<file path="config.mk">
export PLATFORM = sky130hd
export DESIGN_NAME = pipe_ctrl
export DESIGN_NICKNAME = d
export VERILOG_FILES = /design/src/rtl/pipe_ctrl_pkg.sv /design/src/rtl/pipe_ctrl_hazard_detect.sv /design/src/rtl/pipe_ctrl.sv
export SDC_FILE = /design/constraint.sdc
export NUM_CORES = 1
export LEC_CHECK = 0
export BUFFER_PORTS_ARGS = -buffer_cell sky130_fd_sc_hd__buf_2
export CORE_AREA = 3 3 40 42
export CTS_CLUSTER_SIZE = 16
export DETAILED_ROUTE_END_ITERATION = 12
export DIE_AREA = 0 0 43 45
export GPL_TIMING_DRIVEN = 1
export PLACE_DENSITY = 0.78
export SLEW_MARGIN = 20
export SYNTH_ARGS = -nofsm -noshare
export SYNTH_HDL_FRONTEND = slang
export SYNTH_SLANG_ARGS = --single-unit
</file>
<file path="constraint.sdc">
create_clock -name clk -period 1.9 [get_ports clk]
set_clock_uncertainty 0.15 [all_clocks]
set_input_delay 0.38 -clock clk [delete_from_list [all_inputs] [get_ports clk]]
set_output_delay 0.38 -clock clk [all_outputs]
set_load 0.01 [all_outputs]
</file>
<file path="src/rtl/pipe_ctrl_pkg.sv">
// Shared types for the fetch/decode/execute pipeline sequencer.
// Holds the sequencer state encoding and the default register-address width.
package pipe_ctrl_pkg;

  typedef enum logic [1:0] {
    FILL   = 2'd0,
    RUN    = 2'd1,
    HALTED = 2'd2
  } pipe_state_t;

  localparam int REG_AW_DEF = 3;

endpackage

</file>
<file path="src/rtl/pipe_ctrl_hazard_detect.sv">
// Load-use hazard detector: a load in execute whose rd feeds a decode source.
// Ports: rs_a_i/rs_b_i + uses_a_i/uses_b_i (decode), is_load_i/rd_i/rd_we_i (execute), load_use_o.
module hazard_detect
  import pipe_ctrl_pkg::*;
#(
  parameter int REG_AW = REG_AW_DEF
) (
  input  logic [REG_AW-1:0] rs_a_i,
  input  logic [REG_AW-1:0] rs_b_i,
  input  logic              uses_a_i,
  input  logic              uses_b_i,
  input  logic              is_load_i,
  input  logic [REG_AW-1:0] rd_i,
  input  logic              rd_we_i,
  output logic              load_use_o
);

  logic hit_a;
  logic hit_b;

  assign hit_a = uses_a_i & (rs_a_i == rd_i);
  assign hit_b = uses_b_i & (rs_b_i == rd_i);

  assign load_use_o = is_load_i & rd_we_i & (hit_a | hit_b);

endmodule

</file>
<file path="src/rtl/pipe_ctrl.sv">
// Pipeline sequencer: stage enables, load-use bubbles, mem freeze, branch flush, halt.
// Ports: clk, rst_n, stall/branch/halt inputs -> fetch_en/decode_en/exec_en/exec_bubble/pc_load/halted;
// stall_cnt/flush_cnt exist only when PIPE_CTRL_PERF_EN is defined.
module pipe_ctrl
  import pipe_ctrl_pkg::*;
#(
  parameter int REG_AW      = REG_AW_DEF,
  parameter int FILL_CYCLES = 2
`ifdef PIPE_CTRL_PERF_EN
  ,
  parameter int PERF_W      = 32
`endif
) (
  input  logic              clk,
  input  logic              rst_n,
  input  logic              mem_busy,
  input  logic [REG_AW-1:0] dec_rs_a,
  input  logic [REG_AW-1:0] dec_rs_b,
  input  logic              dec_uses_a,
  input  logic              dec_uses_b,
  input  logic              ex_is_load,
  input  logic [REG_AW-1:0] ex_rd,
  input  logic              ex_rd_we,
  input  logic              branch_taken,
  input  logic              halt_req,
  input  logic              resume,
  output logic              fetch_en,
  output logic              decode_en,
  output logic              exec_en,
  output logic              exec_bubble,
  output logic              pc_load,
  output logic              halted
`ifdef PIPE_CTRL_PERF_EN
  ,
  output logic [PERF_W-1:0] stall_cnt,
  output logic [PERF_W-1:0] flush_cnt
`endif
);

  localparam int CW = $clog2(FILL_CYCLES + 1);
  localparam logic [CW-1:0] FC  = CW'(FILL_CYCLES);
  localparam logic [CW-1:0] ONE = CW'(1);

  pipe_state_t   state_q, state_d;
  logic [CW-1:0] fill_q, fill_d;
  logic          load_use;

  hazard_detect #(
    .REG_AW(REG_AW)
  ) u_hz (
    .rs_a_i    (dec_rs_a),
    .rs_b_i    (dec_rs_b),
    .uses_a_i  (dec_uses_a),
    .uses_b_i  (dec_uses_b),
    .is_load_i (ex_is_load),
    .rd_i      (ex_rd),
    .rd_we_i   (ex_rd_we),
    .load_use_o(load_use)
  );

  always_ff @(posedge clk or negedge rst_n) begin
    if (!rst_n) begin
      state_q <= FILL;
      fill_q  <= FC;
    end else begin
      state_q <= state_d;
      fill_q  <= fill_d;
    end
  end

  always_comb begin
    state_d = state_q;
    fill_d  = fill_q;
    unique case (state_q)
      FILL: begin
        if (!mem_busy) begin
          fill_d = fill_q - ONE;
          if (fill_q <= ONE) state_d = RUN;
        end
      end
      RUN: begin
        if (mem_busy) begin
          state_d = RUN;
        end else if (branch_taken) begin
          // The branch cycle itself is the first bubble.
          if (FILL_CYCLES > 1) begin
            state_d = FILL;
            fill_d  = FC - ONE;
          end
        end else if (halt_req) begin
          state_d = HALTED;
        end
      end
      HALTED: begin
        if (resume) begin
          state_d = FILL;
          fill_d  = ONE;
        end
      end
      default: begin
        state_d = FILL;
        fill_d  = FC;
      end
    endcase
  end

  // Outputs are gated by rst_n so they drop the moment reset asserts.
  always_comb begin
    fetch_en    = 1'b0;
    decode_en   = 1'b0;
    exec_en     = 1'b0;
    exec_bubble = 1'b0;
    pc_load     = 1'b0;
    halted      = 1'b0;
    if (!rst_n) begin
      exec_bubble = 1'b1;
    end else begin
      unique case (state_q)
        FILL: begin
          if (!mem_busy) begin
            fetch_en    = 1'b1;
            decode_en   = 1'b1;
            exec_en     = 1'b1;
            exec_bubble = 1'b1;
          end
        end
        RUN: begin
          if (mem_busy) begin
            exec_bubble = 1'b0;
          end else if (branch_taken) begin
            pc_load     = 1'b1;
            fetch_en    = 1'b1;
            decode_en   = 1'b1;
            exec_en     = 1'b1;
            exec_bubble = 1'b1;
          end else if (halt_req) begin
            exec_bubble = 1'b0;
          end else if (load_use) begin
            exec_en     = 1'b1;
            exec_bubble = 1'b1;
          end else begin
            fetch_en    = 1'b1;
            decode_en   = 1'b1;
            exec_en     = 1'b1;
          end
        end
        HALTED: begin
          halted = 1'b1;
        end
        default: begin
          exec_bubble = 1'b1;
        end
      endcase
    end
  end

`ifdef PIPE_CTRL_PERF_EN
  logic              run_cyc;
  logic              stall_ev;
  logic              flush_ev;
  logic [PERF_W-1:0] stall_q;
  logic [PERF_W-1:0] flush_q;

  assign run_cyc  = (state_q == RUN);
  assign stall_ev = run_cyc &
                    (mem_busy | (~branch_taken & ~halt_req & load_use));
  assign flush_ev = run_cyc & ~mem_busy & branch_taken;

  always_ff @(posedge clk or negedge rst_n) begin
    if (!rst_n) begin
      stall_q <= '0;
      flush_q <= '0;
    end else begin
      if (stall_ev && !(&stall_q)) stall_q <= stall_q + 1'b1;
      if (flush_ev && !(&flush_q)) flush_q <= flush_q + 1'b1;
    end
  end

  assign stall_cnt = stall_q;
  assign flush_cnt = flush_q;
`endif

endmodule
</file>
==> Word level (Yosys, flattened, before mapping) <==
Index checks and enable logic that the tools add are counted.
{ "totals": {"inputBits": 19, "wordCells": 58, "reg_bits": 4, "output_inout_bits": 6} }
{ "classes": {"n_eq_ne": 10, "mux": 36, "n_reduce_logical": 3, "n_lt_le_gt_ge": 1, "bitwise_logic": 5, "add_sub_neg": 1} }
{ "op_table": {"columns": ["operator", "n"], "rows": [
  ["$mux 1", 21],
  ["$mux 2", 10],
  ["$pmux 2 s3", 2],
  ["$ne 2x2->1 const B", 5],
  ["$reduce_and 4->1", 2],
  ["$eq 3x3->1", 2],
  ["$and 1x1->1", 4],
  ["$ne 4x4->1 const B", 1],
  ["$pmux 1 s2", 2],
  ["$pmux 1 s3", 1],
  ["$eq 2x1->1 const B", 1],
  ["$eq 2x2->1 const B", 1],
  ["$le 2x1->1 const B", 1],
  ["$logic_not 2->1", 1],
  ["$sub 2x1->2 const B", 1],
  ["$or 1x1->1", 1]
]} }

==> Depth between registers and ports, before layout <==
{ "logic_depth": {"ltp_word": 10, "mapped_depth": 6, "depth_no_buf": 6} }

==> Hierarchy <==
A second synthesis with hierarchy kept.
{ "hier_totals": {"hier_cells": 56, "hier_area_um2": 480.5} }
{ "by_module_without_submodules": {"columns": ["mod", "cells_each", "seq_area_each_um2", "area_each_um2", "n_inst"], "rows": [
  ["pipe_ctrl", 46, 101.3, 406.6, 1],
  ["hazard_detect", 10, 0.0, 73.8, 1]
]} }

==> Worst setup path after synthesis <==
Ideal clock, no wire load.
{ "synth_path": {"path_type": "reg-to-output", "from": "reg state_q[0]", "to": "out fetch_en", "required_ns": 1.370, "setup_slack_ns": -0.324, "t_arrival_ns": 1.694, "stages_incl_launch_ff": 7, "path_buffers": 1, "path_cell_list": "dfrtp_1 inv_1 ha_1 a21oi_1 nor3_1 a21boi_0 buf_4"} }
{ "synth_via": {"elab_chain_len": 3, "elab_cells_between_ends": 4, "classes_between": "1 x eq/ne; 2 x mux; 1 x reduce/logical"} }
{ "synth_lines": {"columns": ["item", "line_no", "source"], "rows": [
  ["start, declared", "pipe_ctrl.sv:44", "pipe_state_t state_q, state_d;"],
  ["start signal, assigned", "pipe_ctrl.sv:66", "state_q <= state_d;"],
  ["$eq 2x1->1 / $logic_not 2->1 (equally long branches)", null, null],
  ["$pmux 1 s2 *", null, null],
  ["$mux 1 *", null, null],
  ["end, declared", "pipe_ctrl.sv:27", "output logic fetch_en,"]
]} }
Mark *: on every way between the ends. The rest lies on a longest branch, timed or not.

==> Final worst setup path <==
{ "layout_path": {"from": "reg state_q[0]", "to": "out exec_bubble"} }
{ "layout_via": {"elab_chain_len": 3, "elab_cells_between_ends": 5, "classes_between": "2 x eq/ne; 2 x mux; 1 x reduce/logical"} }
{ "layout_lines": {"columns": ["item", "line_no", "source"], "rows": [
  ["$eq 2x2->1 (tied with other cells)", "pipe_ctrl.sv:118", "unique case (state_q)"],
  ["$pmux 1 s3 *", "pipe_ctrl.sv:118", null],
  ["$mux 1 *", "pipe_ctrl.sv:115", "if (!rst_n) begin"],
  ["end, declared", "pipe_ctrl.sv:30", "output logic exec_bubble,"]
]} }
Marks and branches as above.

==> flow_summary_export.csv <==
group,metric,value,unit
global_route,antenna_found_initial,0,
layout,areaGrowthSynthToFinish,66.9,%
placement,dpl_cell_area,681,um^2
global_route,grt_usage,15.0,%
floorplan,coreArea,1280,um^2
timing,slew_headroom,80.2,%
pwr,p_leak,0.367,nW
global_route,grt_pass1_wl,2160,um
floorplan,die_w,43,um
synth,syn-num-nets,79,
cts,clock-sinks,4,
global_route,grt_max_degree,8,
synth,synthCells,55,
pwr,p_per_area,1320,nW/um^2
layout,diodes,0,
routing,post_drt_wl_per_cell,12.5,um
floorplan,die_area,1940,um^2
synth,synth_seq_cells,4,
synth,yosysWarnings,0,
timing,hold_viol,0,
worst_setup_path,crit_path_max_incr_delay,420,ps
routing,drtIter0Drc,12,
status,status,"finished, violations left",
worst_hold_path,min-delay-path-class,"input pin to async pin",
flow_run,maxCapViolations,0,
worst_setup_path,cp.arrival,1600,ps
pwr,ir_drop,0.629,mV
timing,finalSetupViolations,4,
synth,syn_area,458,um^2
layout,fillers,108,
worst_setup_path,regToRegEndpoint,"fill_q[1]$_DFFE_PN1P_",
global_route,grt_overflow_total,0,
cts,clockBufferDepth,2,
cts,insertion_delay,230,ps
cts,cts.clk_slew.worst_paths,40,ps
timing,worst_slew_pin_slew,293,ps
synth,ys_seq_area_share,22.1,%
routing,drt_wl_total,1310,um
worst_setup_path,endpoint_kind,"output pin",
routing,drc,0,
worst_setup_path,worstPathRequired,1370,ps
routing,vias,518,
global_route,grt_pass1_vias,544,
timing,layout_setup_ws,-228,ps
placement,port_buffers,24,
synth,syn_avg_cell_area,8.33,um^2
cts,cts_max_level,1,
worst_setup_path,worstSetupStartpoint,"state_q[0]$_DFFE_PN0P_",
worst_setup_path,worst_setup_path_start_kind,"flip-flop",
placement,dp_hpwl,1090,um
worst_setup_path,crit_slowest_cell,"dfrtp_1",
timing,fin_crit_sh,112,%
worst_setup_path,setup.worst_path.end,"exec_bubble",
routing,firstDrtPassIters,4,
synth,ys_types,27,
cts,root_buffer,"clkbuf_4",
worst_setup_path,crit_chain,"ha_4 > nor2b_4 > a2111o_1 > a21o_1 > buf_2",
layout,layout.nets,115,
routing,vias_per_cell,4.93,
worst_setup_path,rrSetupSlack,220,ps
floorplan,io_pins,25,
layout,drive_gt1_share,52.2,%
worst_setup_path,r2r_start,"state_q[0]$_DFFE_PN0P_",
worst_setup_path,worstSetupPathType,"flip-flop to output pin",
timing,final_max_slew_viol_count,0,
timing,fin_crit,2130,ps
worst_setup_path,worstPathMaxFanout,3,
routing,ant_nets,0,
placement,gp_congestion,0.862,
worst_setup_path,worst-path-buf-inv,1,
status,violations,"negative setup slack",
floorplan,num_rows,13,
timing,fmax,470,MHz
worst_setup_path,reg2reg_depth,7,
cts,cts_buffers,3,
worst_setup_path,path_delay_family,"compound AO/OA/AOI/OAI gates",
layout,final_util,59.5,%
cts,cts_tree,"built",
floorplan,start_util,35.6,%
worst_setup_path,crit_cells,5,
floorplan,dieHeight,45,um
timing,rsz0062_at_grt,"yes",
layout,finalInstanceArea,764,um^2
==> sequential cells by signal, indices dropped and copies added (netlist names) <==
| register | count |
|---|---|
| state_q | 2 |
| fill_q | 2 |
==> synthesized netlist by cell type <==
master    number  area share, %
a21boi_0       1            1.6
nor3_1         2            2.2
buf_4          1            1.6
nand4_1        2            2.7
a31oi_1        2            2.7
a21oi_1        5            5.5
ha_1           5             14
and3_2         1            1.6
o211ai_1       1            1.6
a211oi_1       1            1.6
nor3b_1        1            1.6
dfrtp_1        3             16
dfstp_2        1            5.7
o31ai_1        1            1.6
mux2i_1        1            2.2
a21o_1         1            1.6
nor2b_1        3            4.1
o21ai_2        1            1.9
xnor2_1        6             11
inv_1          5            4.1
a2111o_1       1            2.5
nand2_1        3            2.5
nand2b_1       3            4.1
and2b_2        1            1.9
and2_1         1            1.4
o21ai_0        1            1.1
nor2_1         1           0.82
==> cells by family after synthesis <==
group,count (synthesis),share of synthesized area [%]
simple gates,18,23.0
compound gates,15,21.9
xor+xnor,6,11.5
buf+inv,6,5.74
fa+ha+maj,5,13.7
flops,4,22.1
mux,1,2.19
==> through the flow <==
stage	hold WS [ps]	setup WS, ps	std cells	total power [mW]	setup TNS, ps
floorplan	-65.6	5.75	55	0.612	0
detailed placement	138	-29.4	99	0.836	-29.4
global route	62.0	-299	105	1.10	-1050
CTS	45.9	-219	105	0.988	-628
global placement	136	-13.0	99	0.787	-13.0
finish	55.5	-228	105	1.01	-571
==> routing by layer <==
metal	vias to the layer above	routed length, um	track usage (%)	share of wire [%]
met4	0	14	7.23	1.1
met5	-	0	0	0
met3	2	25	2.39	1.9
met2	9	765	29.9	58
met1	244	504	15.1	39
li1	263	-	-	-
==> area by class of cell <==
class | count | area (um^2) | area share, %
Sequential cell | 4 | 101 | 13.3
Multi-Input combinational cell | 45 | 390 | 51.1
Timing Repair Buffer | 32 | 209 | 27.3
Tap cell | 15 | 18.8 | 2.45
Clock buffer | 4 | 26.3 | 3.44
Inverter | 5 | 18.8 | 2.45
==> worst min-delay path by stage <==
stage	start	endpoint	slack, ps	cells after the start
4_1_cts	rst_n	fill_q[1]$_DFFE_PN1P_	50	2
3_3_place_gp	rst_n	fill_q[0]$_DFFE_PN0P_	140	2
2_1_floorplan	rst_n	fill_q[0]$_DFFE_PN0P_	-70	0
6_report	rst_n	fill_q[1]$_DFFE_PN1P_	60	2
5_1_grt	rst_n	fill_q[1]$_DFFE_PN1P_	60	2
3_5_place_dp	rst_n	fill_q[0]$_DFFE_PN0P_	140	2
==> what timing repair did <==
item                                    in CTS  in global routing
endpoints found under the hold margin        3                  0
gates resized for setup                      5                  4
hold buffers                                 1                  0
buffers inserted                             1                  0
endpoints found under the setup margin       5                  6
pin swaps                                    3                  0
==> power by group <==
part	internal [mW]	switching (mW)	total, mW	leakage, nW
Sequential	0.142	0.0346	0.176	0.0472
Clock	0.0787	0.0325	0.111	0.0150
Combinational	0.373	0.349	0.722	0.305
==> layout by cell type (no fill, tap or decap), types with 3 or more instances in the layout <==
| master | n |
|---|---|
| a21oi_1 | 5 |
| buf_2 | 21 |
| buf_4 | 5 |
| buf_6 | 5 |
| clkbuf_4 | 3 |
| dfrtp_1 | 3 |
| inv_1 | 3 |
| nand2_1 | 3 |
| nand2b_1 | 3 |
| xnor2_1 | 6 |
Note: power is estimated with default switching activity, not from simulation.
